<file path="src/rtl/ps2_rx_frontend.sv">
// ----------------------------------------------------------------------------
// ps2_rx_frontend
//   Device-to-host PS/2 keyboard receiver front end.
//   - Each raw PS/2 line is synchronised through SYNC_STAGES flops.
//   - The synced PS/2 clock is deglitched: it must stay different from the
//     filtered clock for FILTER_LEN consecutive cycles before the filtered
//     clock flips.
//   - Every 1->0 transition of the filtered clock is a sample event. On that
//     event the synced data line is fed to a small frame FSM
//     (start, 8 data bits LSB-first, odd parity, stop).
//   - A good frame updates SCAN_CODE and pulses SCAN_VALID. A bad frame
//     pulses PARITY_ERR or FRAME_ERR instead. A stalled frame also pulses
//     FRAME_ERR. All three pulses are registered and last one cycle.
//
// Ports
//   CLK_25MHZ  in   system clock; all logic runs on its rising edge
//   RESET      in   synchronous, active-high reset
//   PS2_CLK    in   raw PS/2 clock (asynchronous, idle high)
//   PS2_DATA   in   raw PS/2 data  (asynchronous, idle high)
//   SCAN_CODE  out  last correctly received byte
//   SCAN_VALID out  one-cycle pulse, SCAN_CODE has just been updated
//   PARITY_ERR out  one-cycle pulse, frame dropped for bad odd parity
//   FRAME_ERR  out  one-cycle pulse, frame dropped for stop bit 0 or timeout
// ----------------------------------------------------------------------------
module ps2_rx_frontend #(
    parameter int SYNC_STAGES    = 2,
    parameter int FILTER_LEN     = 8,
    parameter int TIMEOUT_CYCLES = 5000
) (
    input  logic       CLK_25MHZ,
    input  logic       RESET,
    input  logic       PS2_CLK,
    input  logic       PS2_DATA,
    output logic [7:0] SCAN_CODE,
    output logic       SCAN_VALID,
    output logic       PARITY_ERR,
    output logic       FRAME_ERR
);

    localparam int FW = $clog2(FILTER_LEN + 1);
    localparam int TW = $clog2(TIMEOUT_CYCLES + 1);

    typedef enum logic [1:0] {
        IDLE,
        DATA,
        PARITY,
        STOP
    } state_t;

    // ------------------------------------------------------------------
    // Synchronisers. Reset to 1 so that an idle bus looks idle straight
    // out of reset.
    // ------------------------------------------------------------------
    logic [SYNC_STAGES-1:0] clk_sync_reg;
    logic [SYNC_STAGES-1:0] data_sync_reg;
    logic                   clk_synced;
    logic                   data_synced;

    always_ff @(posedge CLK_25MHZ) begin
        if (RESET) begin
            clk_sync_reg  <= '1;
            data_sync_reg <= '1;
        end else begin
            clk_sync_reg  <= {clk_sync_reg[SYNC_STAGES-2:0], PS2_CLK};
            data_sync_reg <= {data_sync_reg[SYNC_STAGES-2:0], PS2_DATA};
        end
    end

    assign clk_synced  = clk_sync_reg[SYNC_STAGES-1];
    assign data_synced = data_sync_reg[SYNC_STAGES-1];

    // ------------------------------------------------------------------
    // Clock deglitch filter and falling-edge sample event.
    // The filtered clock flips on the cycle the run of differing samples
    // reaches FILTER_LEN. The sample event is registered in that same
    // cycle when the flip goes 1->0, so the FSM sees a one-cycle strobe
    // on the following cycle.
    // ------------------------------------------------------------------
    logic [FW-1:0] filt_cnt_reg;
    logic          filt_clk_reg;
    logic          fall_reg;
    logic          filt_flip;

    assign filt_flip = (clk_synced != filt_clk_reg) &&
                       (filt_cnt_reg == FW'(FILTER_LEN - 1));

    always_ff @(posedge CLK_25MHZ) begin
        if (RESET) begin
            filt_cnt_reg <= '0;
            filt_clk_reg <= 1'b1;
            fall_reg     <= 1'b0;
        end else begin
            fall_reg <= filt_flip && filt_clk_reg;
            if (clk_synced == filt_clk_reg || filt_flip) begin
                filt_cnt_reg <= '0;
            end else begin
                filt_cnt_reg <= filt_cnt_reg + 1'b1;
            end
            if (filt_flip) begin
                filt_clk_reg <= ~filt_clk_reg;
            end
        end
    end

    // ------------------------------------------------------------------
    // Frame FSM with timeout. Outputs are registered; pulses default low
    // every cycle so each one lasts exactly one cycle.
    // ------------------------------------------------------------------
    state_t        state_reg;
    logic [2:0]    bit_cnt_reg;
    logic [7:0]    shift_reg;
    logic          parity_reg;
    logic [TW-1:0] timeout_cnt_reg;
    logic [7:0]    scan_code_reg;
    logic          scan_valid_reg;
    logic          parity_err_reg;
    logic          frame_err_reg;

    always_ff @(posedge CLK_25MHZ) begin
        if (RESET) begin
            state_reg       <= IDLE;
            bit_cnt_reg     <= '0;
            shift_reg       <= '0;
            parity_reg      <= 1'b0;
            timeout_cnt_reg <= '0;
            scan_code_reg   <= '0;
            scan_valid_reg  <= 1'b0;
            parity_err_reg  <= 1'b0;
            frame_err_reg   <= 1'b0;
        end else begin
            scan_valid_reg <= 1'b0;
            parity_err_reg <= 1'b0;
            frame_err_reg  <= 1'b0;

            if (state_reg == IDLE || fall_reg) begin
                timeout_cnt_reg <= '0;
            end else if (timeout_cnt_reg == TW'(TIMEOUT_CYCLES - 1)) begin
                // Stalled mid-frame: drop the partial byte.
                timeout_cnt_reg <= '0;
                state_reg       <= IDLE;
                shift_reg       <= '0;
                frame_err_reg   <= 1'b1;
            end else begin
                timeout_cnt_reg <= timeout_cnt_reg + 1'b1;
            end

            if (fall_reg) begin
                case (state_reg)
                    IDLE: begin
                        if (!data_synced) begin
                            state_reg   <= DATA;
                            bit_cnt_reg <= '0;
                        end
                    end
                    DATA: begin
                        shift_reg <= {data_synced, shift_reg[7:1]};
                        if (bit_cnt_reg == 3'd7) begin
                            state_reg <= PARITY;
                        end else begin
                            bit_cnt_reg <= bit_cnt_reg + 3'd1;
                        end
                    end
                    PARITY: begin
                        parity_reg <= data_synced;
                        state_reg  <= STOP;
                    end
                    STOP: begin
                        state_reg <= IDLE;
                        if (!data_synced) begin
                            frame_err_reg <= 1'b1;
                        end else if (^{shift_reg, parity_reg} == 1'b0) begin
                            // Even count of ones over data+parity.
                            parity_err_reg <= 1'b1;
                        end else begin
                            scan_code_reg  <= shift_reg;
                            scan_valid_reg <= 1'b1;
                        end
                    end
                    default: state_reg <= IDLE;
                endcase
            end
        end
    end

    assign SCAN_CODE  = scan_code_reg;
    assign SCAN_VALID = scan_valid_reg;
    assign PARITY_ERR = parity_err_reg;
    assign FRAME_ERR  = frame_err_reg;

endmodule
</file>
<file path="config.mk">
export PLATFORM = sky130hd
export DESIGN_NAME = ps2_rx_frontend
export DESIGN_NICKNAME = d
export VERILOG_FILES = /design/src/rtl/ps2_rx_frontend.sv
export SDC_FILE = /design/constraint.sdc
export NUM_CORES = 1
export LEC_CHECK = 0
export ABC_AREA = 1
export BUFFER_PORTS_ARGS = -buffer_cell sky130_fd_sc_hd__buf_2
export CAP_MARGIN = 30
export CORE_ASPECT_RATIO = 0.9
export CORE_UTILIZATION = 55
export DETAILED_ROUTE_END_ITERATION = 12
export GPL_TIMING_DRIVEN = 0
export HOLD_SLACK_MARGIN = 0.12
export PLACE_DENSITY = 0.79
export SETUP_SLACK_MARGIN = 0.3
export SLEW_MARGIN = 20
export SYNTH_ARGS = -nofsm -noshare
export SYNTH_HDL_FRONTEND = slang
export SYNTH_SLANG_ARGS = --single-unit
</file>
<file path="constraint.sdc">
create_clock -name CLK_25MHZ -period 3.95 [get_ports CLK_25MHZ]
set_input_delay 0.5925 -clock CLK_25MHZ [delete_from_list [all_inputs] [get_ports CLK_25MHZ]]
set_output_delay 0.5925 -clock CLK_25MHZ [all_outputs]
set_load 0.03 [all_outputs]
</file>
==> results by group <==
Run status
  • Status: complete, no violations

Setup path
  • Critical path capture point type: register
  • Reg-to-reg slack, setup: 2340 ps
  • Worst EP required: 4190 ps
  • Crit path DAT: 1840 ps
  • Crit path launch type: register
  • Critical path class: reg2reg
  • Crit Path Max Fanout: 5

Global route
  • Vias in the first global route: 1,507
  • Global-route wire length before repair: 6380 µm
  • Largest net degree at the start of global routing: 17
  • Overall Global Routing Usage: 20.4%
  • Total grt overflow: 0
  • Antenna violations before repair: 0

Clock network
  • Post-CTS resize count: 0
  • Post-CTS setup buffers: 0
  • CTS Buffer Depth: 2
  • H-Tree Depth: 2
  • CTS tree: yes
  • CTS Hold Bufs: 0
  • Reg clk slew, reported paths: 90 ps
  • CTS Buf Count: 5
  • CTS sink cnt: 48
  • Clock root cell: clkbuf_8
  • Skew-Pair Late Insertion Delay: 310 ps

Logic synthesis
  • Synth warnings: 0
  • Synth unique cells: 32
  • Mapped Area: 2200 µm²
  • Post-synth EDFFs: 0
  • Synthesized area per cell: 7.24 µm²
  • Top cell type by total area after synthesis: dfxtp_1
  • Register area share after synthesis: 43.7%
  • Area contributors post-synth: dfxtp_1 44%, nand2_1 14%, nor2_1 7.0%
  • Fraction of registers with async set or reset after synthesis: 0%
  • Post-Syn Instances: 304
  • Syn Nets: 312
  • Top-count cell post-synth: nand2_1
  • Seq cells post-synth: 48
  • Ys flop type: dfxtp_1
  • Top post-synthesis cells by count: 81 x nand2_1, 48 x dfxtp_1, 41 x nor2_1
  • Post-synth top area share: 43.7%

Power and ir drop
  • Power share of the clock group: 37.2%
  • Reg power frac: 61.1%
  • Net Sw Frac: 22.6%
  • Proportion of power drawn by combinational gates: 1.7%
  • Pwr Total: 0.000796 W
  • PwrDens: 329 nW/µm²
  • P_sw: 0.000180 W
  • Peak supply drop: 0.246 mV
  • Internal power: 0.000616 W
  • Leak: 1.06 nW

Finish
  • Area growth syn-to-layout: 10.0%
  • Design area: 2420 µm²
  • Filler cell count: 330
  • NumNets Final: 333
  • Number of diodes: 0
  • Layout cell share with drive strength beyond 1: 13.2%
  • Max reg flops: 13

Timing
  • Hold_ws: 415 ps
  • Final period util: 40.6%
  • RSZ-0062 raised after global routing: false
  • Max-slew violations: 0
  • Setup TNS: 0 ps
  • Measured slew at the worst slew-check pin: 470 ps
  • Setup violations, final: 0
  • Clock Skews: 4.97 ps
  • Final hold viol count: 0
  • Final WS setup: 2340 ps
  • Relative slew slack: 68.7%
  • Min Tclk post-route: 1610 ps
  • Achievable frequency: 0.623 GHz

Place
  • Dpl hpwl: 2710 µm
  • Post-DP Area: 2330 µm²
  • Dpl ws: 2330 ps
  • PortBufs: 14
  • Routability-driven placement congestion ratio: 0.816

Floorplan
  • Core Box Area: 3780 µm²
  • DIE AREA: 4260 µm²
  • Die Span Y: 62.0 µm
  • Io pins: 15
  • Initial core utilization: 58.2%
  • Chip width: 68.7 µm
  • Row count: 21

Routing
  • # DRC: 0
  • Vias/cell: 4.89
  • Drt initial violations: 96
  • Wirelength per Cell: 10.1 µm
  • Via count of the routed design: 1,819
  • WL final: 3740 µm
  • Drt pass-1 iters: 4
  • Final ANT Viol Nets: 0

Min path
  • Hold WC Path Type: reg2reg

Flow run
  • Max cap viols: 0
[power groups by stage]
stage                     Combinational (W)  Clock, W  Sequential [W]
after floorplan                  0.00000943         0        0.000498
after global placement            0.0000135         0        0.000498
after detailed placement          0.0000138         0        0.000498
after CTS                         0.0000138  0.000306        0.000487
after global routing              0.0000152  0.000326        0.000487
final                             0.0000135  0.000296        0.000487
[per-stage QoR]
stage          instances  utilization, %
2_1_floorplan        304               -
3_3_place_gp         364            61.5
3_5_place_dp         364            61.5
4_1_cts              372            64.0
5_1_grt              372            64.0
6_report             372            64.0
[worst paths after layout]
check / cells after the start / start / endpoint
hold reg to reg: 1 / data_sync_reg[0]$_SDFF_PP1_ / data_sync_reg[1]$_SDFF_PP1_
hold / removal: 1 / data_sync_reg[0]$_SDFF_PP1_ / data_sync_reg[1]$_SDFF_PP1_
setup / recovery: 6 / timeout_cnt_reg[0]$_SDFF_PP0_ / timeout_cnt_reg[12]$_SDFF_PP0_
setup reg to reg: 6 / timeout_cnt_reg[0]$_SDFF_PP0_ / timeout_cnt_reg[12]$_SDFF_PP0_
[final cells by class]
cell class	count	area, µm²	share of cell area [%]
tap	46	57.6	2.38
multi-input combinational	212	1040	43.0
inverter	35	131	5.43
clock inverter	3	23.8	0.982
buffer	9	66.3	2.74
sequential	48	961	39.7
timing repair buffer	14	70.1	2.89
clock buffer	5	68.8	2.84
[kinds of logic (layout without fill, tap and decap cells)]
group,after synthesis,count (layout),synth area share (%)
AO/OA/AOI/OAI,39,39,9.44
buffers and inverters,44,66,8.98
flip-flops,48,48,43.7
XOR/XNOR,8,8,3.18
AND/OR/NAND/NOR,161,161,32.5
adder cells (fa/ha/maj),4,4,2.27
[routing by layer]
metal  vias up  part of all wire, %  routed length, µm  global-route usage (%)
li1       1004                    -                  -                       -
met1       787                   53               1970                    26.7
met2        21                   43               1600                    32.1
met3         7                  3.0                114                    6.02
met4         0                  1.5                 55                    7.14
met5         -                    0                  0                       0
[cell usage in the layout, fill, tap and decap left out, drive strengths merged, types with 6 or more instances in the layout]
cell and n:
a21oi 21, buf 19, clkbuf 9, dfxtp 48, inv 35, nand2 82
nand3 17, nor2 42, o21ai 14, or2 6, xor2 7
[worst max-delay path: stages (launching register included)]
cell and delay (ps):
dfxtp_1 360, ha_1 230, nand2_1 100, nor3_2 240, nand2_1 160, or3_1 320, a21oi_1 130
Note: power is estimated with default switching activity, not from simulation.
